[src/rtl/zjh_161_timer_ctrl.sv]
// Programmable interval timer sequencer driving a cascade of 74HC161-style counters.
// Preloads the chain with the two's complement of the period and watches the final TC.
module zjh_161_timer_ctrl #(
  parameter int unsigned STAGES = 2,
  parameter int unsigned W      = 4 * STAGES
) (
  input  logic         Clk,
  input  logic         MR,
  input  logic         Start,
  input  logic         Stop,
  input  logic         Mode,
  input  logic         Hold,
  input  logic [W-1:0] Period,
  input  logic         Cnt_TC,
  output logic         Cnt_PE,
  output logic         Cnt_Cep,
  output logic         Cnt_Cet,
  output logic [W-1:0] Cnt_D,
  output logic         Busy,
  output logic         Done,
  output logic [7:0]   Exp_Cnt
);

  typedef enum logic [1:0] {
    IDLE = 2'd0,
    LOAD = 2'd1,
    RUN  = 2'd2
  } state_t;

  state_t state;
  logic   mode_r;
  logic   expiry;

  // Hold masks expiry so a chain parked at all-ones cannot expire twice.
  assign expiry = (state == RUN) && Cnt_TC && !Hold;

  always_comb begin
    Cnt_PE  = 1'b1;
    Cnt_Cep = 1'b0;
    Cnt_Cet = 1'b0;
    Busy    = 1'b0;
    case (state)
      LOAD: begin
        Cnt_PE = 1'b0;
        Busy   = 1'b1;
      end
      RUN: begin
        Cnt_Cet = 1'b1;
        Cnt_Cep = !Hold;
        Cnt_PE  = !(expiry && mode_r);
        Busy    = 1'b1;
      end
      default: ;
    endcase
  end

  // The preload is latched directly with Start, so it is already valid in LOAD.
  always_ff @(posedge Clk or posedge MR) begin
    if (MR) begin
      state   <= IDLE;
      mode_r  <= 1'b0;
      Cnt_D   <= '0;
      Exp_Cnt <= '0;
      Done    <= 1'b0;
    end else begin
      Done <= 1'b0;
      if (Stop) begin
        state <= IDLE;
      end else if (Start) begin
        state   <= LOAD;
        mode_r  <= Mode;
        Cnt_D   <= (~Period) + W'(1);
        Exp_Cnt <= '0;
      end else begin
        case (state)
          LOAD: state <= RUN;
          RUN: begin
            if (expiry) begin
              Done <= 1'b1;
              if (Exp_Cnt != 8'hFF) Exp_Cnt <= Exp_Cnt + 8'd1;
              if (!mode_r) state <= IDLE;
            end
          end
          default: state <= IDLE;
        endcase
      end
    end
  end

endmodule

[config.mk]
export PLATFORM = sky130hd
export DESIGN_NAME = zjh_161_timer_ctrl
export DESIGN_NICKNAME = d
export VERILOG_FILES = /design/src/rtl/zjh_161_timer_ctrl.sv
export SDC_FILE = /design/constraint.sdc
export NUM_CORES = 1
export LEC_CHECK = 0
export CAP_MARGIN = 20
export CORE_MARGIN = 2
export CORE_UTILIZATION = 30
export CTS_BUF_LIST = sky130_fd_sc_hd__clkbuf_4
export DETAILED_ROUTE_END_ITERATION = 8
export PLACE_DENSITY = 0.67
export SLEW_MARGIN = 20
export SYNTH_ARGS = -nofsm -noshare
export SYNTH_HDL_FRONTEND = slang
export SYNTH_SLANG_ARGS = --single-unit
[constraint.sdc]
create_clock -name Clk -period 3.8 [get_ports Clk]
set_input_delay 0.38 -clock Clk [delete_from_list [all_inputs] [get_ports Clk]]
set_output_delay 0.38 -clock Clk [all_outputs]
set_load 0.01 [all_outputs]
==> impl_results.md <==
* Layout Nets at 178
* Most instantiated cells after synthesis: 20 x dfrtp_1, 20 x nand2_1, 10 x o21ai_0, 9 x inv_1
* Layout area overhead at 37.3%
* WL per Instance at 12.0 um
* Final setup margin at between 1 and 1.5 ns
* Slew Limit Fails at 0
* Post-Syn Area at 1130 um2
* Die Span Y at between 60 and 70 um
* Via count at 994
* Gr usage total at 12.6%
* Simple-Gate Fraction of Synth Area at between 20% and 30%
* Ant diodes at 0
* Area share of the largest cell type after synthesis at around 44%
* Total wire length at ~2500 um
* Worst slew pin tran at roughly 0.75 ns
* Final antenna-violating net count at 0
* CTS HTree Levels at 1
* Kind of critical path: register to output pin
* Syn nets at between 100 and 150
* XOR/XNOR Fraction of Synth Area at about 4.7%
* Total of max-cap violations at 0
* Synth area leaders: dfrtp_1 44%, nand2_1 6.7%, ha_1 4.4%
* Largest family of logic cells by synthesized area: simple AND/OR/NAND/NOR gates
* Post-Synth Adder-Cell Area at 4.44%
* Synth area leader: dfrtp_1
* Critical Path Fanout Max at 7
* Hold_buf cts at 0
* I/O pin total at 36
* Fmax at 426 MHz
* Initial Util at a little under a third
* Post-layout util at a little over two fifths
* CTS root buf: clkbuf_4
* Global placer's final weighted congestion at 0.837
* Minimum clock period at about 2.3 ns
* Crit path capture type: output pin
* Site row count at 22
* Max VDD drop at about 0.10 mV
* Period utilization at between 60% and 70%
* CTS tree: yes
* Critical Path AT at slightly below 2 ns
* Sequential share of the synthesized area at 44.4%
* Post-synthesis compound-gate area fraction at around 11%
* RSZ-0062 raised after global routing: false
* # setup viols final at 0
* DR vias/cell at 4.85
* Post-DP HPWL at about 1900 um
* Cells after synthesis at between 100 and 150
* Placed Cells at ~200
* Setup repair bufs after CTS at 0
* Share of layout cells above drive strength 1 at roughly 6.4%
* Final instance count without filler cells at a little over 200
* Post-place setup slack at 1.58 ns
* Vias in the first global route at ~990
* CTS Buf Count at 3
* Drt pass-1 iters at 4
* Worst setup SP type: register
* Post-CTS sizing at 0
* Run status: finished clean
* Worst hold-check path type: register to register
* Syn Area/Cell at approximately 9 um2
* Die width at 65.3 um
* First-pass GRT wire length at 4280 um
* Ys Warns at 0
* Post-synth EDFFs at 0
* Required time of the critical path at approximately 3.4 ns
* Yosys reg bits at 20
* Top_reg_cell synth: dfrtp_1
* IO buf count at 35
* Mux contribution to synthesized area at 4.00%
* Relative slew slack at around 50%
* Drc violations at 0
* GR Overflow Total at 0
* Post-synth cell types at 36
* Total negative slack at 0 ns
* Sink Count at 20
* Power per cell area at ~280 nW/um2
* Clk_lat worst skew at 0.29 ns
* Largest net degree at the start of global routing at 21
* Initial antenna violation count at 0
* Hold Fails Final Rpt at 0
* CTS Buffer Depth at 2
* Hold Slack at between 0.4 and 0.5 ns
* Core area at between 3000 and 4000 um2
* Worst-path clk slew at between 0.1 and 0.15 ns
* Static Leak at roughly 0.65 nW
* Die area at roughly 4300 um2
* Iter 0 DRT Violations at 56
* Synth async-reset ratio at 100%
* Clock Skews at between 0.01 and 0.015 ns
power breakdown:
part           switching (W)   total, W  internal [W]
Combinational      0.0000448   0.000102     0.0000567
Sequential         0.0000128   0.000242      0.000229
Clock              0.0000599  0.0000968     0.0000368
Total               0.000118   0.000440      0.000323
worst max-delay path, cell delays in order (launching register included):
cell             delay, ns
dfrtp_1               0.37
inv_1                 0.06
ha_1                  0.24
and3b_1               0.27
a21oi_1               0.18
clkdlybuf4s50_1       0.55
through the flow:
step	total power (W)	area, um2
final	0.000440	1550
after global routing	0.000470	1550
after CTS	0.000450	1550
after detailed placement	0.000349	1520
after global placement	0.000347	1520
after floorplan	0.000288	1130
metal layers:
layer / wire length (um) / share of wire, % / GRT usage, % / vias to the layer above
met5: 0 / 0 / 0 / -
met4: 4 / 0.16 / 3.91 / 0
met3: 115 / 4.7 / 2.40 / 2
met2: 1260 / 51 / 22.7 / 22
met1: 1080 / 44 / 15.2 / 475
li1: - / - / - / 495
cells in the final DEF, fill, tap and decap left out, types with 3 or more instances in the layout:
cell type / synthesis / final
xor2_1: 4 / 4
mux2i_1: 3 / 3
a21oi_1: 3 / 3
nor4b_1: 3 / 3
inv_1: 9 / 9
nor3_1: 6 / 6
dfrtp_1: 20 / 20
nand3_1: 3 / 3
o21ai_0: 10 / 10
clkdlybuf4s50_1: 0 / 35
ha_1: 4 / 4
nor2_1: 6 / 6
clkbuf_4: 0 / 3
nand2_1: 20 / 20
nor2b_1: 3 / 3
final cells by class:
cell class	instances	area, um2
repair buffers	35	350
multi-input cells	90	579
well taps	48	60.1
fillers	383	2090
inverters	9	33.8
flip-flops and latches	20	500
clock buffers	3	22.5
flip-flops by register name, indices dropped and copies added (netlist names):
register  flops
Cnt_D         8
Done          1
mode_r        1
state         2
Exp_Cnt       8
cell families after synthesis:
group | after synthesis
XOR/XNOR | 6
buffers and inverters | 12
AO/OA/AOI/OAI | 21
flip-flops | 20
adder cells (fa/ha/maj) | 4
AND/OR/NAND/NOR | 55
multiplexers | 4
worst paths after layout:
path	startpoint	endpoint	slack, ns	cells past startpoint
min in group asynchronous	MR	Done	0.51	2
worst min register to register	Cnt_D[1]	Cnt_D[1]	0.50	2
max in group asynchronous	MR	Exp_Cnt[6]	2.81	2
worst min-delay path	Cnt_D[1]	Cnt_D[1]	0.50	2
worst max register to register	state[0]	Exp_Cnt[6]	2.00	6
worst max-delay path	state[0]	Cnt_PE	1.46	5
Note: power is estimated with default switching activity, not from simulation.
